<file path="config.mk">
export PLATFORM = sky130hd
export DESIGN_NAME = mem_stage_flat
export DESIGN_NICKNAME = d
export VERILOG_FILES = /design/src/rtl/mem_stage_pkg.sv /design/src/rtl/mem_stage_if.sv /design/src/rtl/mem_stage_load_extend.sv /design/src/rtl/mem_stage.sv /design/src/flat_wrapper.sv
export SDC_FILE = /design/constraint.sdc
export NUM_CORES = 1
export LEC_CHECK = 0
export ABC_AREA = 1
export ABC_CLOCK_PERIOD_IN_PS = 1350
export BUFFER_PORTS_ARGS = -buffer_cell sky130_fd_sc_hd__buf_2
export CAP_MARGIN = 20
export CORE_ASPECT_RATIO = 0.8
export CORE_MARGIN = 10
export CORE_UTILIZATION = 39
export DETAILED_ROUTE_END_ITERATION = 10
export PLACE_DENSITY = 0.78
export SETUP_SLACK_MARGIN = 0.2
export SYNTH_ARGS = -nofsm -noshare
export SYNTH_HDL_FRONTEND = slang
export SYNTH_SLANG_ARGS = --single-unit
</file>
<file path="constraint.sdc">
create_clock -name clk -period 1.35 [get_ports clk]
set_input_delay 0.27 -clock clk [delete_from_list [all_inputs] [get_ports clk]]
set_output_delay 0.27 -clock clk [all_outputs]
set_load 0.01 [all_outputs]
</file>
<file path="src/rtl/mem_stage_pkg.sv">
// Shared constants, payload type and alignment helper for the MEM pipeline stage.
// The helper is used only when MEM_ALIGN_CHECK_EN is defined.
package mem_pkg;

    localparam int FWD_W    = 39;
    localparam int RF_ALL_W = 6;
    localparam int MEM_OP_W = 7;

    // Bit positions inside {ld_b, ld_h, ld_w, ld_ue, st_b, st_h, st_w}
    localparam int LD_B  = 6;
    localparam int LD_H  = 5;
    localparam int LD_W  = 4;
    localparam int LD_UE = 3;
    localparam int ST_B  = 2;
    localparam int ST_H  = 1;
    localparam int ST_W  = 0;

    typedef struct packed {
        logic [31:0]          pc;
        logic [31:0]          result;
        logic [RF_ALL_W-1:0]  rf_all;
        logic                 res_from_mem;
        logic [MEM_OP_W-1:0]  mem_op;
    } mem_payload_t;

    function automatic logic is_misaligned(input logic [MEM_OP_W-1:0] op,
                                           input logic [1:0]          addr);
        return ((op[LD_H] | op[ST_H]) & addr[0]) |
               ((op[LD_W] | op[ST_W]) & (addr != 2'b00));
    endfunction

endpackage

</file>
<file path="src/rtl/mem_stage_if.sv">
// EXE->MEM, MEM->WB and data SRAM signals of the MEM stage.
// mem_ale exists only when MEM_ALIGN_CHECK_EN is defined.
interface mem_stage_if;
    import mem_pkg::*;

    logic                 exe_to_mem_valid;
    logic                 mem_allowin;
    logic [31:0]          exe_pc;
    logic [31:0]          exe_result;
    logic [RF_ALL_W-1:0]  exe_rf_all;
    logic                 exe_res_from_mem;
    logic [MEM_OP_W-1:0]  exe_mem_op;
    logic [31:0]          exe_rkd_value;

    logic                 wb_allowin;
    logic                 mem_to_wb_valid;
    logic [31:0]          mem_pc;
    logic [RF_ALL_W-1:0]  mem_rf_all;
    logic [31:0]          mem_final_result;
    logic [FWD_W-1:0]     mem_fwd_all;

    logic                 data_sram_en;
    logic [3:0]           data_sram_we;
    logic [31:0]          data_sram_addr;
    logic [31:0]          data_sram_wdata;
    logic [31:0]          data_sram_rdata;
`ifdef MEM_ALIGN_CHECK_EN
    logic                 mem_ale;
`endif

    modport slave (
`ifdef MEM_ALIGN_CHECK_EN
        output mem_ale,
`endif
        input  exe_to_mem_valid, exe_pc, exe_result, exe_rf_all,
               exe_res_from_mem, exe_mem_op, exe_rkd_value,
               wb_allowin, data_sram_rdata,
        output mem_allowin, mem_to_wb_valid, mem_pc, mem_rf_all,
               mem_final_result, mem_fwd_all,
               data_sram_en, data_sram_we, data_sram_addr, data_sram_wdata
    );

    modport master (
`ifdef MEM_ALIGN_CHECK_EN
        input  mem_ale,
`endif
        output exe_to_mem_valid, exe_pc, exe_result, exe_rf_all,
               exe_res_from_mem, exe_mem_op, exe_rkd_value,
               wb_allowin, data_sram_rdata,
        input  mem_allowin, mem_to_wb_valid, mem_pc, mem_rf_all,
               mem_final_result, mem_fwd_all,
               data_sram_en, data_sram_we, data_sram_addr, data_sram_wdata
    );

endinterface

</file>
<file path="src/rtl/mem_stage_load_extend.sv">
// Selects the loaded byte/half/word from the SRAM read data and sign- or
// zero-extends it according to ld_ue.
module mem_load_extend (
    input  logic [31:0] rdata_i,
    input  logic [1:0]  addr_i,
    input  logic        ld_b_i,
    input  logic        ld_h_i,
    input  logic        ld_w_i,
    input  logic        ld_ue_i,
    output logic [31:0] result_o
);

    logic [7:0]  byte_sel;
    logic [15:0] half_sel;

    always_comb begin
        byte_sel = rdata_i[{addr_i, 3'b000} +: 8];
        half_sel = addr_i[1] ? rdata_i[31:16] : rdata_i[15:0];
        result_o = rdata_i;
        if (ld_b_i) begin
            result_o = {{24{~ld_ue_i & byte_sel[7]}}, byte_sel};
        end else if (ld_h_i) begin
            result_o = {{16{~ld_ue_i & half_sel[15]}}, half_sel};
        end else if (ld_w_i) begin
            result_o = rdata_i;
        end
    end

endmodule

</file>
<file path="src/rtl/mem_stage.sv">
// MEM pipeline stage: issues the data SRAM request on the EXE->MEM transfer and
// formats load data once it returns. MEM_ALIGN_CHECK_EN adds misalignment flagging.
module mem_stage
    import mem_pkg::*;
(
    input  logic       clk,
    input  logic       resetn,
    mem_stage_if.slave pipe_if
);

    mem_payload_t payload_q, payload_d;
    logic         mem_valid_q, mem_valid_d;
    logic         allowin;
    logic         accept;
    logic         is_mem_op;
    logic [1:0]   exe_addr_lo;
    logic [3:0]   store_we;
    logic [31:0]  store_wdata;
    logic [31:0]  load_result;
    logic [31:0]  final_result;

    assign allowin     = ~mem_valid_q | pipe_if.wb_allowin;
    assign accept      = pipe_if.exe_to_mem_valid & allowin;
    assign exe_addr_lo = pipe_if.exe_result[1:0];
    assign is_mem_op   = |{pipe_if.exe_mem_op[LD_B], pipe_if.exe_mem_op[LD_H],
                           pipe_if.exe_mem_op[LD_W], pipe_if.exe_mem_op[ST_B],
                           pipe_if.exe_mem_op[ST_H], pipe_if.exe_mem_op[ST_W]};

    always_comb begin
        mem_valid_d = mem_valid_q;
        payload_d   = payload_q;
        if (allowin) begin
            mem_valid_d = pipe_if.exe_to_mem_valid;
        end
        if (accept) begin
            payload_d.pc           = pipe_if.exe_pc;
            payload_d.result       = pipe_if.exe_result;
            payload_d.rf_all       = pipe_if.exe_rf_all;
            payload_d.res_from_mem = pipe_if.exe_res_from_mem;
            payload_d.mem_op       = pipe_if.exe_mem_op;
        end
    end

    always_ff @(posedge clk) begin
        if (!resetn) begin
            mem_valid_q <= 1'b0;
            payload_q   <= '0;
        end else begin
            mem_valid_q <= mem_valid_d;
            payload_q   <= payload_d;
        end
    end

    // Byte lanes and replicated write data for the store in EXE
    always_comb begin
        store_we    = 4'b0000;
        store_wdata = pipe_if.exe_rkd_value;
        if (pipe_if.exe_mem_op[ST_B]) begin
            store_we    = 4'b0001 << exe_addr_lo;
            store_wdata = {4{pipe_if.exe_rkd_value[7:0]}};
        end else if (pipe_if.exe_mem_op[ST_H]) begin
            store_we    = exe_addr_lo[1] ? 4'b1100 : 4'b0011;
            store_wdata = {2{pipe_if.exe_rkd_value[15:0]}};
        end else if (pipe_if.exe_mem_op[ST_W]) begin
            store_we    = 4'b1111;
        end
`ifdef MEM_ALIGN_CHECK_EN
        if (is_misaligned(pipe_if.exe_mem_op, exe_addr_lo)) begin
            store_we = 4'b0000;
        end
`endif
    end

    assign pipe_if.data_sram_en    = accept & is_mem_op;
    assign pipe_if.data_sram_we    = pipe_if.data_sram_en ? store_we : 4'b0000;
    assign pipe_if.data_sram_addr  = {pipe_if.exe_result[31:2], 2'b00};
    assign pipe_if.data_sram_wdata = store_wdata;

    // Read data is held stable during a stall, so the result is simply recomputed
    mem_load_extend u_load_extend (
        .rdata_i  (pipe_if.data_sram_rdata),
        .addr_i   (payload_q.result[1:0]),
        .ld_b_i   (payload_q.mem_op[LD_B]),
        .ld_h_i   (payload_q.mem_op[LD_H]),
        .ld_w_i   (payload_q.mem_op[LD_W]),
        .ld_ue_i  (payload_q.mem_op[LD_UE]),
        .result_o (load_result)
    );

    assign final_result = payload_q.res_from_mem ? load_result : payload_q.result;

    assign pipe_if.mem_allowin      = allowin;
    assign pipe_if.mem_to_wb_valid  = mem_valid_q;
    assign pipe_if.mem_pc           = payload_q.pc;
    assign pipe_if.mem_rf_all       = payload_q.rf_all;
    assign pipe_if.mem_final_result = final_result;
    assign pipe_if.mem_fwd_all      = {payload_q.res_from_mem,
                                       payload_q.rf_all[RF_ALL_W-1] & mem_valid_q,
                                       payload_q.rf_all[RF_ALL_W-2:0],
                                       final_result};

`ifdef MEM_ALIGN_CHECK_EN
    assign pipe_if.mem_ale = mem_valid_q & is_misaligned(payload_q.mem_op, payload_q.result[1:0]);
`endif

endmodule

</file>
<file path="src/flat_wrapper.sv">
// flat-port wrapper written by rule: the top's interface ports become plain ports
module mem_stage_flat import mem_pkg::*;
  (clk, resetn, pipe_if_exe_to_mem_valid, pipe_if_exe_pc, pipe_if_exe_result, pipe_if_exe_rf_all, pipe_if_exe_res_from_mem, pipe_if_exe_mem_op, pipe_if_exe_rkd_value, pipe_if_wb_allowin, pipe_if_data_sram_rdata, pipe_if_mem_allowin, pipe_if_mem_to_wb_valid, pipe_if_mem_pc, pipe_if_mem_rf_all, pipe_if_mem_final_result, pipe_if_mem_fwd_all, pipe_if_data_sram_en, pipe_if_data_sram_we, pipe_if_data_sram_addr, pipe_if_data_sram_wdata);
  mem_stage_if pipe_if_i ();
  input  logic clk;
  input  logic resetn;
  input wire logic [$bits(pipe_if_i.exe_to_mem_valid)-1:0] pipe_if_exe_to_mem_valid;
  input wire logic [$bits(pipe_if_i.exe_pc)-1:0] pipe_if_exe_pc;
  input wire logic [$bits(pipe_if_i.exe_result)-1:0] pipe_if_exe_result;
  input wire logic [$bits(pipe_if_i.exe_rf_all)-1:0] pipe_if_exe_rf_all;
  input wire logic [$bits(pipe_if_i.exe_res_from_mem)-1:0] pipe_if_exe_res_from_mem;
  input wire logic [$bits(pipe_if_i.exe_mem_op)-1:0] pipe_if_exe_mem_op;
  input wire logic [$bits(pipe_if_i.exe_rkd_value)-1:0] pipe_if_exe_rkd_value;
  input wire logic [$bits(pipe_if_i.wb_allowin)-1:0] pipe_if_wb_allowin;
  input wire logic [$bits(pipe_if_i.data_sram_rdata)-1:0] pipe_if_data_sram_rdata;
  output wire logic [$bits(pipe_if_i.mem_allowin)-1:0] pipe_if_mem_allowin;
  output wire logic [$bits(pipe_if_i.mem_to_wb_valid)-1:0] pipe_if_mem_to_wb_valid;
  output wire logic [$bits(pipe_if_i.mem_pc)-1:0] pipe_if_mem_pc;
  output wire logic [$bits(pipe_if_i.mem_rf_all)-1:0] pipe_if_mem_rf_all;
  output wire logic [$bits(pipe_if_i.mem_final_result)-1:0] pipe_if_mem_final_result;
  output wire logic [$bits(pipe_if_i.mem_fwd_all)-1:0] pipe_if_mem_fwd_all;
  output wire logic [$bits(pipe_if_i.data_sram_en)-1:0] pipe_if_data_sram_en;
  output wire logic [$bits(pipe_if_i.data_sram_we)-1:0] pipe_if_data_sram_we;
  output wire logic [$bits(pipe_if_i.data_sram_addr)-1:0] pipe_if_data_sram_addr;
  output wire logic [$bits(pipe_if_i.data_sram_wdata)-1:0] pipe_if_data_sram_wdata;
  assign pipe_if_i.exe_to_mem_valid = pipe_if_exe_to_mem_valid;
  assign pipe_if_i.exe_pc = pipe_if_exe_pc;
  assign pipe_if_i.exe_result = pipe_if_exe_result;
  assign pipe_if_i.exe_rf_all = pipe_if_exe_rf_all;
  assign pipe_if_i.exe_res_from_mem = pipe_if_exe_res_from_mem;
  assign pipe_if_i.exe_mem_op = pipe_if_exe_mem_op;
  assign pipe_if_i.exe_rkd_value = pipe_if_exe_rkd_value;
  assign pipe_if_i.wb_allowin = pipe_if_wb_allowin;
  assign pipe_if_i.data_sram_rdata = pipe_if_data_sram_rdata;
  assign pipe_if_mem_allowin = pipe_if_i.mem_allowin;
  assign pipe_if_mem_to_wb_valid = pipe_if_i.mem_to_wb_valid;
  assign pipe_if_mem_pc = pipe_if_i.mem_pc;
  assign pipe_if_mem_rf_all = pipe_if_i.mem_rf_all;
  assign pipe_if_mem_final_result = pipe_if_i.mem_final_result;
  assign pipe_if_mem_fwd_all = pipe_if_i.mem_fwd_all;
  assign pipe_if_data_sram_en = pipe_if_i.data_sram_en;
  assign pipe_if_data_sram_we = pipe_if_i.data_sram_we;
  assign pipe_if_data_sram_addr = pipe_if_i.data_sram_addr;
  assign pipe_if_data_sram_wdata = pipe_if_i.data_sram_wdata;
  mem_stage u_core (.clk(clk), .resetn(resetn), .pipe_if(pipe_if_i));
endmodule
</file>
* Yosys cells after proc, flatten, opt, wreduce, memory -nomap -nowiden
Index checks and enable logic that the tools add are counted.
Operators by class: add/subtract/negate cells 0, $mul 0, div/mod/pow operators 0, magnitude comparators 0, equality and inequality tests 0, shift operators 2, muxes and demuxes 11, bitwise logic cells 8, reductions and logical operators 1
Operator list (count):
- $mux W32 | 5
- $shiftx A32 B6 Y8 | 1
- $mux W4 | 5
- $mux W16 | 1
- $reduce_or A6 Y1 | 1
- $and A1 B1 Y1 | 5
- $shl A1 B2 Y4 const A | 1
- $not A1 Y1 | 2
- $or A1 B1 Y1 | 1
Storage, ports and cells: register bits after elaboration 79, bits in latches 0, RAM bits 0, bits in read-only memories 0, input port bits 146, output and inout bits 180, word-level logic and storage cells 28, memories kept 0

* Depth between registers and ports, before layout
word-level depth 5, depth in mapped cells 11, gate-level depth less buffers 9

* Hierarchy
From an unflattened synthesis, not the netlist that was laid out.
Unflattened totals: cell total of the unflattened synthesis 948, area total of the unflattened synthesis 5839.4 µm²
Modules (own cells, without submodules):
- mem_stage | instances 1, cells an instance 747, area each 4895.9 µm², sequential area each 1521.5 µm²
- mem_load_extend | instances 1, cells an instance 201, area each 943.4 µm², sequential area each 0.0 µm²

* Worst setup path before layout
OpenSTA, ideal clock, no wires.
path kind register to output, start register u_core.payload_q[5] in the netlist's numbering, end output pipe_if_mem_fwd_all[2], arrival time 1.371 ns, required time 1.080 ns, setup slack -0.291 ns, cell stages (with the launch flop) 7, path buffers 2, cells stage by stage dfxtp_1 > nand2_2 > buf_2 > nand2_1 > o211ai_1 > a31oi_1 > buf_4
On the way: word-level cells in the longest chain between the ends 3
RTL lines:
- start, declared | RTL line mem_stage.sv:11 | mem_payload_t payload_q, payload_d;
- start signal, assigned | RTL line mem_stage.sv:50 | payload_q <= payload_d;
- $mux W32 | RTL line mem_stage_load_extend.sv:22 | end else if (ld_h_i) begin
- $mux W32 | RTL line mem_stage_load_extend.sv:20 | if (ld_b_i) begin
- $mux W32 | RTL line mem_stage.sv:90 | assign final_result = payload_q.res_from_mem ? load_result : payload_q.result;
- end, declared | RTL line flat_wrapper.sv:21 | output wire logic [$bits(pipe_if_i.mem_fwd_all)-1:0] pipe_if_mem_fwd_all;
Every way passes these cells.

* Worst setup path in the final report
start register u_core.payload_q[15] in the netlist's numbering, end output pipe_if_mem_final_result[9]
On the way: word-level cells in the longest chain between the ends 4, elaborated cells on any way between the ends 6, those cells by class 1 x shift; 4 x mux; 1 x bitwise
RTL lines:
- $shiftx A32 B6 Y8 or $mux W16 (tied branches) | RTL line mem_stage_load_extend.sv:17, mem_stage_load_extend.sv:18
- $and A1 B1 Y1 or $mux W32 (tied branches) | RTL line mem_stage_load_extend.sv:21, mem_stage_load_extend.sv:22
- $mux W32 * | RTL line mem_stage_load_extend.sv:20
- $mux W32 * | RTL line mem_stage.sv:90
- end, declared | RTL line flat_wrapper.sv:20 | output wire logic [$bits(pipe_if_i.mem_final_result)-1:0] pipe_if_mem_final_result;
Every way passes the cells marked *; elsewhere a longest branch is shown, timed or not.

==> flow_metrics.py <==
metrics = {
    "worst_setup_path": {
        "crit_start": "u_core.payload_q[15]",
        "regToRegStartpoint": "u_core.pipe_if.mem_to_wb_valid",
        "worstPathMaxFanout": 10,
        "worstPathArrival_ns": 1.72,
        "worst-setup-path-type": "flop to output pin",
        "critPathLaunchType": "flop",
        "crit_path_end_kind": "output pin",
        "critical_path_required_ns": 1.08,
    },
    "routing": {
        "via_count": 6649,
        "drtAntennaViolNets": 0,
        "wl_per_cell_um": 19.32,
        "drt-vias-per-instance": 5.099,
        "drt_first_pass_iters": 5,
        "wl_mm": 25.19,
        "drt-initial-drc-count": 476,
        "drcViolationCount": 0,
    },
    "yosys": {
        "ys_async_sr_fraction_pct": 0,
        "syn-mean-instance-area_sq_um": 6.217,
        "synth_compound_area_share_pct": 13.69,
        "ys.flop_type": "dfxtp_1",
        "ys_seq_area_share_pct": 29.24,
        "synthCells": 826,
        "muxShareOfSynthArea_pct": 1.754,
        "yosys.area_share.simple_pct": 31.14,
        "synth_edf_count": 0,
        "ys.warnings.count": 0,
        "synth_top_cell_area_share_pct": 29.24,
        "yosys-top-cells-area": "dfxtp_1 29%, buf_4 17%, nand2_1 15%",
        "synth_top_area_cell": "dfxtp_1",
        "ys_types": 25,
        "synth_area_sq_um": 5135,
        "synth_top_family_by_area": "simple AND/OR/NAND/NOR gates",
        "ys_seq_elements": 75,
        "synth_adder_area_share_pct": 0,
        "synth_xor_area_share_pct": 0,
    },
    "placement": {
        "io_buffers": 323,
        "gp_congestion": 0.8951,
        "dp_hpwl_mm": 16.29,
        "place_inst": 1225,
    },
    "sta": {
        "worst_slack_ns": -0.6382,
        "final.setup_skew_ns": 0.008415,
        "tns_ns": -37.58,
        "hold_slack_ns": 0.1646,
        "fmax_ghz": 0.5030,
        "timing.final.hold_violations": 0,
        "finalSetupViolCount": 82,
        "period_minus_slack_ns": 1.988,
        "rsz0062_at_grt": "true",
        "finalCritPeriodShare_pct": 147.3,
        "drv_slew": 0,
    },
    "power": {
        "p_comb_share_pct": 41.5,
        "irDropWorstVdd_mv": 0.7983,
        "leakagePower_nw": 4.789,
        "switching_power_mw": 3.031,
        "internal_power_mw": 5.729,
        "swShare_pct": 34.60,
        "finalPower_mw": 8.760,
        "seq_power_share_pct": 29.0,
        "power_density_nw_per_um2": 938.1,
        "clkPwrFrac_pct": 29.5,
    },
    "cts": {
        "cts_tree": "built",
        "cts_buffers": 9,
        "cts_max_path_buffers": 2,
        "clk_pin_slew_ns": 0.06,
        "cts_hold_buf": 0,
        "root_buffer": "clkbuf_16",
        "clkSinkCount": 75,
        "htreeDepth": 3,
        "clkLatencyLatePin_ns": 0.34,
    },
    "cells_and_area": {
        "drive_gt1_share_pct": 61.96,
        "fin_cells": 1304,
        "syn_to_final_growth_pct": 81.87,
        "nNetsFinal": 1266,
        "fill_cells": 958,
    },
    "floorplanning": {
        "die_area_sq_um": 18180,
        "ios": 326,
        "initial_core_util_pct": 39.90,
        "row_count": 37,
        "core_sq_um": 12870,
        "die_h_um": 122.6,
        "die_w_um": 148.3,
    },
    "grt": {
        "antenna_found_initial": 3,
        "grt_pass1_vias": 6552,
        "grt_max_degree": 44,
        "grt_pass1_wl_mm": 34.11,
        "grt_overflow": 0,
        "track_usage_pct": 23.29,
    },
    "run_status": {
        "status": "finished, violations left",
        "violations": "negative setup slack",
    },
    "min_path": {
        "hp-start": "pipe_if_exe_rf_all[0]",
        "hold_class": "input port to flop",
    },
    "flow_run": {
        "cap_violations": 0,
    },
}
==> final cells by class <==
cell class | count | area, sq um | area share (%)
Timing Repair inverter | 1 | 5.005 | 0.05359
Tap cell | 175 | 219.0 | 2.345
Timing Repair Buffer | 444 | 3602 | 38.57
Antenna cell | 4 | 10.01 | 0.1072
Inverter | 37 | 171.4 | 1.835
Sequential cell | 75 | 1530 | 16.39
Clock buffer | 10 | 250.2 | 2.680
Multi-Input combinational cell | 552 | 3481 | 37.27
Clock inverter | 6 | 70.07 | 0.7503
==> synthesized netlist by cell type (2+ instances only) <==
cell / n
nand3_1: 23
a21oi_1: 20
inv_1: 31
o21ai_0: 101
clkinv_1: 3
nand2_1: 206
buf_6: 3
o211ai_1: 6
nand3_2: 2
nand2_2: 2
buf_2: 14
mux2_2: 8
buf_4: 119
nand4_1: 2
inv_2: 3
a31oi_1: 6
nor2_1: 170
dfxtp_1: 75
clkbuf_1: 26
==> cell usage in the layout, fill, tap and decap left out, types with 2 or more instances in the layout <==
cell	n
a21oi_2	3
buf_8	8
inv_4	2
a21oi_1	10
nand4_1	2
inv_6	4
nand2_1	144
buf_16	6
nand2_2	47
clkbuf_16	16
buf_2	246
o211ai_1	6
clkinv_2	2
o21ai_2	63
o21ai_4	13
o21ai_1	20
dfxtp_2	2
conb_1	2
a21oi_4	7
inv_1	24
o21ai_0	5
dfxtp_1	66
nor2_1	136
nor2_2	17
a31oi_4	5
nor2_4	18
buf_12	17
diode_2	4
buf_4	58
nand3_2	14
clkinv_4	3
dfxtp_4	7
inv_2	6
nand3_1	10
mux2_4	8
nand2_4	16
buf_6	103
==> sequential cells by signal, summed over array words and instances, names as in the netlist <==
register	cells
u_core.payload_q	35
u_core.pipe_if.mem_to_wb_valid	1
u_core.pipe_if.mem_fwd_all	1
u_core.pipe_if.mem_rf_all	6
u_core.pipe_if.mem_pc	32
==> worst paths after layout <==
kind,end,slack [ns],cells past startpoint
max,pipe_if_mem_final_result[9],-0.64,8
min,u_core.pipe_if.mem_rf_all[0],0.16,3
max reg2reg,u_core.payload_q[14],0.02,8
min reg2reg,u_core.payload_q[43],0.48,2
==> per-layer routing <==
| layer | global-route usage (%) | vias up | wire length (um) |
|---|---|---|---|
| met5 | 0 | - | 13 |
| met3 | 8.716 | 58 | 2413 |
| met2 | 42.67 | 383 | 13080 |
| met4 | 7.355 | 2 | 719 |
| li1 | - | 3102 | - |
| met1 | 24.39 | 3104 | 8961 |
==> cells by family after synthesis <==
family,Yosys count
mux,8
other cells,1
simple gates,407
flops,75
buf+inv,200
compound gates,135
==> stage by stage <==
step / setup WS, ns / util, % / instance area, sq um
after global placement: -0.2786 / 52.54 / 6761
final: -0.6382 / 72.56 / 9339
after CTS: -0.5751 / 64.54 / 8307
after detailed placement: -0.3301 / 52.54 / 6761
after global routing: -0.7175 / 72.53 / 9334
after floorplan: -0.1541 / - / 5582
==> timing repair <==
| item | in CTS | in global routing |
|---|---|---|
| setup buffers | 30 | 11 |
| pin swaps | 67 | 84 |
| endpoints found under the setup margin | 124 | 175 |
| gates resized for setup | 262 | 201 |
| endpoints found under the hold margin | 0 | 0 |
| cloned | 8 | 10 |
==> power groups by stage <==
| stage | clock, mW | sequential (mW) | combinational [mW] |
|---|---|---|---|
| global placement | 0 | 2.54 | 2.40 |
| detailed placement | 0 | 2.55 | 2.42 |
| floorplan | 0 | 2.52 | 1.75 |
| finish | 2.59 | 2.54 | 3.64 |
| global route | 2.73 | 2.55 | 3.89 |
| CTS | 2.63 | 2.51 | 3.06 |
==> critical path, cell delays in order, from the launching register on <==
cell	delay [ns]
dfxtp_4	0.44
nand2_8	0.09
buf_4	0.15
nand2_1	0.06
nand2_1	0.06
o21ai_1	0.16
inv_1	0.10
a21oi_4	0.19
buf_6	0.12
Power figures use the tool's default switching activity.
